===== config.mk =====
export PLATFORM = sky130hd
export DESIGN_NAME = ins_fetch_ctrl
export DESIGN_NICKNAME = d
export VERILOG_FILES = /design/src/rtl/ins_fetch_pkg.sv /design/src/rtl/ins_fetch_ctrl.sv
export SDC_FILE = /design/constraint.sdc
export NUM_CORES = 1
export LEC_CHECK = 0
export ABC_AREA = 1
export CORE_ASPECT_RATIO = 1.4
export CORE_MARGIN = 3
export CORE_UTILIZATION = 23
export DETAILED_ROUTE_END_ITERATION = 8
export GPL_TIMING_DRIVEN = 1
export SLEW_MARGIN = 25
export SYNTH_ARGS = -nofsm -noshare
export SYNTH_HDL_FRONTEND = slang
export SYNTH_SLANG_ARGS = --single-unit
export TNS_END_PERCENT = 30

===== constraint.sdc =====
create_clock -name clk -period 3.4 [get_ports clk]
set_clock_uncertainty 0.1 [all_clocks]
set_input_delay 0.51 -clock clk [delete_from_list [all_inputs] [get_ports clk]]
set_output_delay 0.51 -clock clk [all_outputs]
set_load 0.01 [all_outputs]

===== src/rtl/ins_fetch_pkg.sv =====
// ---------------------------------------------------------------------------
// ins_fetch_pkg
// Shared definitions for the instruction fetch sequencer:
//   - fetch_state_e    : sequencer state encoding
//   - DEFAULT_HALT_INS : instruction encoding that stops fetching
// ---------------------------------------------------------------------------
package ins_fetch_pkg;

    typedef enum logic [2:0] {
        ST_IDLE   = 3'd0,
        ST_READ   = 3'd1,
        ST_WAIT   = 3'd2,
        ST_OUT    = 3'd3,
        ST_HALTED = 3'd4
    } fetch_state_e;

    localparam logic [8:0] DEFAULT_HALT_INS = 9'h000;

endpackage


===== src/rtl/ins_fetch_ctrl.sv =====
// ---------------------------------------------------------------------------
// ins_fetch_ctrl
// Instruction fetch sequencer. Owns the program counter, issues one read at a
// time to an external instruction memory with a one-cycle registered read,
// captures the returned word and offers it to the decoder over valid/ready.
// Supports start at an address, jumps (immediate or pending), flush and
// halt-on-opcode.
//
// Ports:
//   clk, rst_n    clock (rising edge) and asynchronous active-low reset
//   start         begin fetching at start_addr (only in IDLE / HALTED)
//   start_addr    first program counter value
//   flush         synchronous abort back to IDLE
//   jmp_en        jump request, target on jmp_addr
//   PC_address    memory address (the pc register)
//   rEn           memory read enable, high only in READ
//   instruction   memory read data, valid the cycle after rEn
//   ins_out       captured instruction towards the decoder
//   ins_valid     ins_out is valid
//   ins_ready     decoder accepts ins_out
//   busy          sequencer active (not IDLE, not HALTED)
//   halted        halt instruction was retired
//   ins_count     handshakes since last start, saturating
// ---------------------------------------------------------------------------
module ins_fetch_ctrl
    import ins_fetch_pkg::*;
#(
    parameter int                    ADDR_WIDTH = 8,
    parameter int                    INS_WIDTH  = 9,
    parameter logic [INS_WIDTH-1:0]  HALT_INS   = INS_WIDTH'(DEFAULT_HALT_INS),
    parameter int                    CNT_WIDTH  = 16
) (
    input  logic                  clk,
    input  logic                  rst_n,
    input  logic                  start,
    input  logic [ADDR_WIDTH-1:0] start_addr,
    input  logic                  flush,
    input  logic                  jmp_en,
    input  logic [ADDR_WIDTH-1:0] jmp_addr,
    output logic [ADDR_WIDTH-1:0] PC_address,
    output logic                  rEn,
    input  logic [INS_WIDTH-1:0]  instruction,
    output logic [INS_WIDTH-1:0]  ins_out,
    output logic                  ins_valid,
    input  logic                  ins_ready,
    output logic                  busy,
    output logic                  halted,
    output logic [CNT_WIDTH-1:0]  ins_count
);

    // Saturating increment for the retired-instruction counter.
    function automatic logic [CNT_WIDTH-1:0] sat_inc(input logic [CNT_WIDTH-1:0] v);
        return (&v) ? v : v + CNT_WIDTH'(1);
    endfunction

    fetch_state_e          state_q, state_d;
    logic [ADDR_WIDTH-1:0] pc_q, pc_d;
    logic [INS_WIDTH-1:0]  ir_p1, ir_d;
    logic [CNT_WIDTH-1:0]  cnt_q, cnt_d;
    logic                  pend_q, pend_d;
    logic [ADDR_WIDTH-1:0] tgt_q, tgt_d;
    logic [ADDR_WIDTH-1:0] next_pc;
    logic                  hs;

    assign hs = (state_q == ST_OUT) && ins_ready;

    // A jump presented in the handshake cycle beats an older pending one;
    // otherwise fall through sequentially, wrapping at the top of memory.
    assign next_pc = jmp_en ? jmp_addr :
                     pend_q ? tgt_q    :
                              pc_q + ADDR_WIDTH'(1);

    always_comb begin
        state_d = state_q;
        pc_d    = pc_q;
        ir_d    = ir_p1;
        cnt_d   = cnt_q;
        pend_d  = pend_q;
        tgt_d   = tgt_q;

        if (flush) begin
            state_d = ST_IDLE;
            pend_d  = 1'b0;
        end else begin
            case (state_q)
                ST_IDLE, ST_HALTED: begin
                    if (start) begin
                        state_d = ST_READ;
                        pc_d    = start_addr;
                        cnt_d   = '0;
                        pend_d  = 1'b0;
                    end
                end

                ST_READ: begin
                    state_d = ST_WAIT;
                    if (jmp_en) begin
                        pend_d = 1'b1;
                        tgt_d  = jmp_addr;
                    end
                end

                // Memory data is on the bus this cycle; capture it.
                ST_WAIT: begin
                    state_d = ST_OUT;
                    ir_d    = instruction;
                    if (jmp_en) begin
                        pend_d = 1'b1;
                        tgt_d  = jmp_addr;
                    end
                end

                ST_OUT: begin
                    if (hs) begin
                        cnt_d  = sat_inc(cnt_q);
                        pend_d = 1'b0;
                        // Halt wins over any jump; pc stays on the halt word.
                        if (ir_p1 == HALT_INS) begin
                            state_d = ST_HALTED;
                        end else begin
                            state_d = ST_READ;
                            pc_d    = next_pc;
                        end
                    end else if (jmp_en) begin
                        pend_d = 1'b1;
                        tgt_d  = jmp_addr;
                    end
                end

                default: state_d = ST_IDLE;
            endcase
        end
    end

    always_ff @(posedge clk or negedge rst_n) begin
        if (!rst_n) begin
            state_q <= ST_IDLE;
            pc_q    <= '0;
            ir_p1   <= '0;
            cnt_q   <= '0;
            pend_q  <= 1'b0;
            tgt_q   <= '0;
        end else begin
            state_q <= state_d;
            pc_q    <= pc_d;
            ir_p1   <= ir_d;
            cnt_q   <= cnt_d;
            pend_q  <= pend_d;
            tgt_q   <= tgt_d;
        end
    end

    assign PC_address = pc_q;
    assign rEn        = (state_q == ST_READ);
    assign ins_out    = ir_p1;
    assign ins_valid  = (state_q == ST_OUT);
    assign busy       = (state_q != ST_IDLE) && (state_q != ST_HALTED);
    assign halted     = (state_q == ST_HALTED);
    assign ins_count  = cnt_q;

endmodule


==> results of run 1 <==
## through the flow
stage	cells	util, %	setup slack (ps)	hold slack, ps
6_report	566	32.3	704	109
5_1_grt	566	32.3	584	172
4_1_cts	566	32.2	660	344
3_5_place_dp	558	30.7	992	388
3_3_place_gp	558	30.7	1050	380
2_1_floorplan	354	-	1780	114
## state kept, by name, indices dropped and copies added (netlist names)
register / count
PC_address: 8
ins_count: 16
ins_out: 9
pend_q: 1
state_q: 3
tgt_q: 8
## cell families after synthesis
family	count (synthesis)	synth area share, %
xor gates and xnor gates	8	2.61
buffers and inverters	35	5.92
AOI/OAI and AO/OA	50	10.6
and+or+nand+nor	200	32.1
muxes	14	5.87
DFF	45	42.0
adders and majority gates	2	0.932
## power breakdown
part	internal, µW	total (µW)	switching [µW]
registers	695	857	162
logic	407	790	383
clock network	352	579	227
## metal layers
metal,routed length (µm),track usage [%],vias to the layer above
met4,204,4.62,0
met1,3130,14.0,1182
met2,3900,21.5,64
li1,-,-,1286
met5,0,0,-
met3,413,3.33,11
## path summary, 6_finish.rpt
path                                  from  depth (start not counted)  slack, ps           end
min in group clk                  tgt_q[5]                          1        400      tgt_q[5]
worst max register to register  state_q[2]                          8       1080  ins_count[2]
worst min register to register    tgt_q[5]                          1        400      tgt_q[5]
max in group asynchronous            rst_n                          1       2670    ins_out[8]
worst max-delay path            state_q[2]                          4        700     ins_valid
worst min-delay path                 rst_n                          1        110  ins_count[4]
## final cells by class
class	count	area, µm²
flip-flops and latches	45	1130
repair buffers	69	683
inverters	26	97.6
well taps	144	180
clock buffers	5	125
fillers	1162	7680
multi-input cells	274	1400
clock inverters	3	47.5
## layout by cell type (no fill, tap or decap), types with 2 or more instances in the layout
master	Yosys	final
mux2_2	10	10
nor2_2	2	2
or2_2	2	2
nand2_1	108	108
dfrtp_1	45	45
nand2_2	4	4
ha_1	2	2
mux2_1	4	4
nor3_1	3	3
clkbuf_16	0	5
a21oi_2	2	2
o21bai_1	8	8
nor2_1	42	42
nor2_4	2	2
inv_1	21	21
o21ai_1	9	9
a21oi_1	14	14
buf_4	2	3
nand3_2	2	2
xor2_1	7	7
clkdlybuf4s50_1	0	66
nand4_1	7	7
o21ai_0	14	14
inv_2	4	4
nand3_1	26	26
inv_6	0	2
## cells in the mapped netlist
master and instances:
clkinv_1 1, or2_2 2, nand4_1 7, and2_1 1
nand3_2 2, buf_2 4, nand2_2 4, mux2_1 4
nand2_4 1, nand2_1 108, clkbuf_1 1, a21oi_1 14
o211ai_1 1, a21oi_2 2, o21ai_0 14, nor2_1 42
nor3_1 3, nor2_4 2, mux2_2 10, o21bai_1 8
nand3_1 26, buf_4 2, o22ai_1 1, xor2_1 7
ha_1 2, o21ai_1 9, a22oi_1 1, inv_1 21
dfrtp_1 45, buf_6 2, xnor2_1 1, inv_2 4
nor2_2 2
==> impl_metrics.yaml, run 1 <==
outcome:
  status: "finished, final reports clean"
timing:
  max_slew_margin_pct: 56.3
  finalHoldViolations: 0
  tns_ps: 0
  rsz0062_at_grt: "false"
  setup-violations-final: 0
  drv_slew: 0
  finalCriticalPeriod_ps: 2700
  max_freq_ghz: 0.371
  worst_slew_pin_slew_ps: 655
  timing.final.crit_share_pct: 79.3
critical_path:
  crit_type: "register to primary output"
  cp_num_buf_inv: 2
  slowest_stage: "clkdlybuf4s50_1"
  startpoint_type: "register"
  cp.required_ps: 2790
  crit_path_end_kind: "primary output"
  crit_chain: "inv_2, nand2_2, nor2_2, clkdlybuf4s50_1"
  critPathArrivalTime_ps: 2090
  cp_top_family: "buffers and inverters"
  critPathMaxStageDelay_ps: 660
  cp_max_fo: 12
placement:
  dpl_cell_area_um2: 3480
  port_buffers: 67
  dp_hpwl_um: 5850
  routabilityCongestion: 0.842
synth:
  post_synth_num_cell_types: 33
  synth_nets: 387
  synth.largest_area_cell: "dfrtp_1"
  synthesis.area_um2: 2680
  yosys-top-cells-area: "dfrtp_1 (42%), nand2_1 (15%), nor2_1 (5.9%)"
  synth-seq-cells: 45
  ys_seq_area_share_pct: 42.0
  synth_top_area_share_pct: 42.0
  syn-instance-count: 354
  avgSynthCellArea_um2: 7.58
  ys_warn_count: 0
layout:
  drive_gt1_share_pct: 9.48
  area_growth_pct: 36.3
  layout.nets: 454
  fin_area_um2: 3660
  antenna_cells: 0
routing:
  routed_wl_um: 7650
  vias: 2543
  wire_per_inst_um: 13.5
  drtPass1Iterations: 4
  drt_iter0_drc: 133
  viasPerCell: 4.49
  postRouteAntennaNets: 0
  drc: 0
grt:
  grt_start_max_net_pins: 46
  grt_usage_pct: 12.2
  grt-ovfl-total: 0
  first_global_vias: 2571
  antenna_found_initial: 0
  grt_pass1_wl_um: 12800
cts:
  path_clk_slew_ps: 70
  clk_latency_ps: 290
  cts_tree: "done"
  clkSinkCount: 45
  root_buffer: "clkbuf_16"
  cts.path.max_buffers: 2
  numCtsBuffers: 5
  cts_resized: 0
  ctsHoldBuffers: 0
  cts_setup_buffers: 0
  h-tree-depth: 2
pwr:
  irDropWorstVdd_v: 0.000321
  total_power_uw: 2230
  power_density_nw_per_um2: 608
  leakage_uw: 0.00152
hold_path:
  min_path_type: "input port to asynchronous set/reset pin"
flow_run:
  maxCapViolations: 0
floorplanning:
  initial_core_util_pct: 23.7
  core_um2: 11300
  dieWidth_um: 97.3
  rows: 46
  die_area_um2: 13000
  die_h_um: 134
  ioPinCount: 68
Note: power is estimated with default switching activity, not from simulation.
==> run 2, diff against run 1 <==
- clock period: 3.4 -> 2.7 ns (I/O delays scaled with it)
==> run 2 against run 1 <==
Sequential share of layout area did not move. Largest power group unchanged. Routed wire length up 1.0%. Core utilization unchanged. Worst setup slack lost 250 ps. Critical path depth did not move. Total power up 21%. Highest routed layer unchanged. Clock-buffer cell count did not move. Critical path type unchanged. Sequential cell count unchanged.
==> impl_metrics.yaml, run 2 (synthesis gave the netlist of run 1 again) <==
cts:
  clk_latency_ps: 290
  numCtsBuffers: 5
  ctsHoldBuffers: 1
  cts_setup_buffers: 0
  cts.path.max_buffers: 2
  root_buffer: "clkbuf_16"
  clkSinkCount: 45
  cts_resized: 0
  cts_tree: "done"
  path_clk_slew_ps: 70
  h-tree-depth: 2
floorplanning:
  rows: 46
  core_um2: 11300
  die_h_um: 134
  initial_core_util_pct: 23.7
  ioPinCount: 68
  dieWidth_um: 97.3
  die_area_um2: 13000
timing:
  max_freq_ghz: 0.445
  tns_ps: 0
  setup-violations-final: 0
  drv_slew: 0
  finalHoldViolations: 0
  finalCriticalPeriod_ps: 2250
  rsz0062_at_grt: "false"
  hold_ws_ps: 391
  max_slew_margin_pct: 67.8
  worst_slew_pin_slew_ps: 483
  timing.final.crit_share_pct: 83.2
outcome:
  status: "finished, final reports clean"
grt:
  met2_usage_pct: 21.9
  grt-ovfl-total: 0
  grt_start_max_net_pins: 38
  met3_usage_pct: 2.97
  grt_pass1_wl_um: 12900
  antenna_found_initial: 0
  grt_usage_pct: 12.2
  grt_use_met1_pct: 13.9
  busiest_layer: "met2"
  first_global_vias: 2609
flow_run:
  maxCapViolations: 0
routing:
  routed_wl_um: 7730
  drc: 0
  drtPass1Iterations: 4
  postRouteAntennaNets: 0
  vias: 2607
  viasPerCell: 4.58
  wire_per_inst_um: 13.6
  drt_iter0_drc: 139
critical_path:
  slowest_stage: "clkdlybuf4s50_1"
  critPathMaxStageDelay_ps: 600
  rr_startpoint: "state_q[2]"
  crit_type: "register to primary output"
  crit_chain: "inv_2, nand2_2, nor2_2, clkdlybuf4s50_1"
  cp.required_ps: 2190
  critPathArrivalTime_ps: 1740
  cp_top_family: "buffers and inverters"
  r2r_cells: 9
  crit_path_end_kind: "primary output"
  r2r_slack_ps: 610
  reg2reg_to: "PC_address[7]"
  cp_max_fo: 5
  startpoint_type: "register"
  cp_num_buf_inv: 2
hold_path:
  min_path_cells: 1
  worstHoldStart: "tgt_q[5]"
  min_path_type: "register to register"
  hold_path_end: "tgt_q[5]"
layout:
  area_growth_pct: 36.3
  largest_reg_flops: 16
  layout.cells.most_common: "nand2_1"
  fin_area_um2: 3660
  layout.nets: 457
  layout_common_cells: "nand2_1 (108), clkdlybuf4s50_1 (66), dfrtp_1 (45), nor2_1 (42), nand3_1 (26)"
  n_fill_cell: 1177
  antenna_cells: 0
  drive_gt1_share_pct: 9.88
placement:
  port_buffers: 67
  routabilityCongestion: 0.800
  dp_hpwl_um: 5910
  dpl_cell_area_um2: 3500
pwr:
  irDropWorstVdd_v: 0.000394
  leakage_uw: 0.00152
  power_density_nw_per_um2: 738
-- run 2: worst max-delay path by stage --
stage	startpoint	to	slack (ps)	depth (start not counted)
after global routing	state_q[2]	PC_address[6]	370	9
final	state_q[2]	ins_valid	450	4
after detailed placement	ins_ready	PC_address[7]	450	7
after floorplan	ins_count[0]	ins_count[2]	1080	9
after CTS	state_q[2]	ins_valid	440	4
after global placement	ins_ready	PC_address[6]	520	7
-- run 2: routing by layer --
layer | part of all wire [%] | up-vias
li1 | - | 1294
met1 | 40 | 1225
met2 | 53 | 76
met3 | 4.9 | 12
met4 | 2.0 | 0
met5 | 0 | -
-- run 2: area by class of cell --
cell class / instances / area [µm²] / area share [%]
Multi-Input combinational cell: 274 / 1400 / 38.2
Sequential cell: 45 / 1130 / 30.8
Timing Repair Buffer: 72 / 706 / 19.3
Tap cell: 144 / 180 / 4.92
Clock buffer: 5 / 125 / 3.42
Inverter: 26 / 97.6 / 2.67
Clock inverter: 3 / 25.0 / 0.684
-- run 2: power by group --
| group | internal (µW) | leakage [µW] | switching (µW) |
|---|---|---|---|
| registers | 875 | 0.000578 | 202 |
| clock network | 348 | 0.0000704 | 273 |
| logic | 514 | 0.000868 | 487 |
-- run 2: metrics by stage --
| step | utilization (%) | power [µW] | worst slack, ps | std cells |
|---|---|---|---|---|
| after floorplan | - | 1590 | 1080 | 354 |
| after global placement | 30.9 | 2080 | 516 | 560 |
| after detailed placement | 30.9 | 2090 | 445 | 560 |
| after CTS | 32.3 | 2730 | 444 | 569 |
| after global routing | 32.3 | 2900 | 371 | 569 |
| final | 32.3 | 2700 | 453 | 569 |
==> run 3, diff against run 2 <==
- clock period: 2.7 -> 1.95 ns (I/O delays scaled with it)
==> run 3 against run 2 <==
First-iteration DRC count increased by 9.4%. Core utilization increased by 1.0 points. Clock-buffer cell count unchanged. Largest cell class unchanged. Highest routed layer unchanged.
==> impl_metrics.yaml, run 3 (synthesis gave the netlist of run 1 again) <==
pwr:
  p_seq_share_pct: 37.8
  switching_share_pct: 34.1
  p_comb_share_pct: 36.4
  leakage_uw: 0.00161
  power.internal_uw: 2560
  power_density_nw_per_um2: 1030
  irDropWorstVdd_v: 0.000563
  p_sw_uw: 1330
  power_frac_clock_pct: 25.8
timing:
  max_slew_margin_pct: 70.9
  timing.final.crit_share_pct: 93.8
  setup-violations-final: 0
  setup_ws_ps: 121
  worst_slew_pin_slew_ps: 433
  tns_ps: 0
  finalHoldViolations: 0
  max_freq_ghz: 0.547
  rsz0062_at_grt: "false"
  drv_slew: 0
  finalCriticalPeriod_ps: 1830
routing:
  drt_iter0_drc: 152
  vias: 2595
  viasPerCell: 4.49
  wire_per_inst_um: 13.2
  routed_wl_um: 7630
  drtPass1Iterations: 4
  postRouteAntennaNets: 0
  drc: 0
critical_path:
  crit_path_end_kind: "primary output"
  cp_max_fo: 5
  startpoint_type: "register"
  critPathArrivalTime_ps: 1440
  cp.required_ps: 1560
  crit_type: "register to primary output"
floorplanning:
  ioPinCount: 68
  die_h_um: 134
  core_um2: 11300
  dieWidth_um: 97.3
  initial_core_util_pct: 23.7
  rows: 46
  die_area_um2: 13000
flow_run:
  maxCapViolations: 0
layout:
  multi_input_area_um2: 1400
  ff_latch_area_um2: 1130
  layout.cells.most_common: "nand2_1"
  layout_common_cells: "nand2_1 (108), clkdlybuf4s50_1 (62), dfrtp_1 (45), nor2_1 (42), nand3_1 (26)"
  largest_reg_flops: 16
  n_fill_cell: 1163
  drive_gt1_share_pct: 11.8
  antenna_cells: 0
  area_growth_pct: 40.6
  layout.nets: 466
placement:
  place_ws_ps: 76.1
  port_buffers: 67
  routabilityCongestion: 0.874
  dp_hpwl_um: 5850
grt:
  grt_usage_pct: 12.3
  grt-ovfl-total: 0
  grt_start_max_net_pins: 46
  antenna_found_initial: 0
  first_global_vias: 2659
  grt_pass1_wl_um: 13100
cts:
  h-tree-depth: 2
  root_buffer: "clkbuf_16"
  cts_tree: "done"
  cts.path.max_buffers: 2
  clk_latency_ps: 290
  clkSinkCount: 45
  cts_setup_buffers: 0
  numCtsBuffers: 5
  path_clk_slew_ps: 70
hold_path:
  min_path_type: "register to register"
outcome:
  status: "finished, final reports clean"
run 3: timing repair:
item | CTS | global route
setup endpoints to repair | 3 | 1
endpoints found under the hold margin | 45 | 0
hold buffers | 1 | 0
gates resized for setup | 3 | 1
pin swaps | 0 | 0
run 3: metrics by stage:
| stage | util [%] | cells | hold slack (ps) | total power (µW) | area (µm²) |
|---|---|---|---|---|---|
| 5_1_grt | 33.3 | 578 | 408 | 4180 | 3770 |
| 3_5_place_dp | 31.7 | 569 | 203 | 2930 | 3590 |
| 3_3_place_gp | 31.7 | 569 | 196 | 2910 | 3590 |
| 2_1_floorplan | - | 354 | -103 | 2200 | 2680 |
| 6_report | 33.3 | 578 | 395 | 3890 | 3770 |
| 4_1_cts | 33.2 | 578 | 394 | 3970 | 3770 |
run 3: final timing paths:
check	from	slack, ps	cells past startpoint	to
max	state_q[2]	120	4	ins_valid
min	tgt_q[4]	400	2	tgt_q[4]
max reg2reg	ins_count[0]	230	9	ins_count[1]
min reg2reg	tgt_q[4]	400	2	tgt_q[4]
max in group asynchronous	rst_n	1110	3	ins_out[7]
min in group asynchronous	rst_n	410	3	ins_count[8]
run 3: cell type report:
cell class                      instances  area share [%]
Multi-Input combinational cell        274            37.1
Sequential cell                        45            29.9
Timing Repair Buffer                   81            21.1
Tap cell                              144            4.78
Clock buffer                            5            3.32
Inverter                               26            2.59
Clock inverter                          3            1.26
run 3: worst max-delay path: stages (launching register included):
cell           delay (ps)
dfrtp_1               450
inv_2                 120
nand2_2                70
nor2_2                170
dlygate4sd2_1         340
run 3: power groups by stage:
| stage | Sequential [µW] | Combinational, µW | Clock [µW] |
|---|---|---|---|
| after detailed placement | 1490 | 1440 | 0 |
| final | 1470 | 1420 | 1000 |
| after global routing | 1520 | 1580 | 1080 |
| after CTS | 1480 | 1450 | 1050 |
| after floorplan | 1520 | 684 | 0 |
| after global placement | 1480 | 1430 | 0 |
run 3: routing by layer:
metal	part of all wire [%]	vias up	GRT usage (%)
li1	-	1317	-
met1	42	1206	14.0
met2	52	63	22.5
met3	4.3	9	2.39
met4	2.3	0	4.70
met5	0	-	0
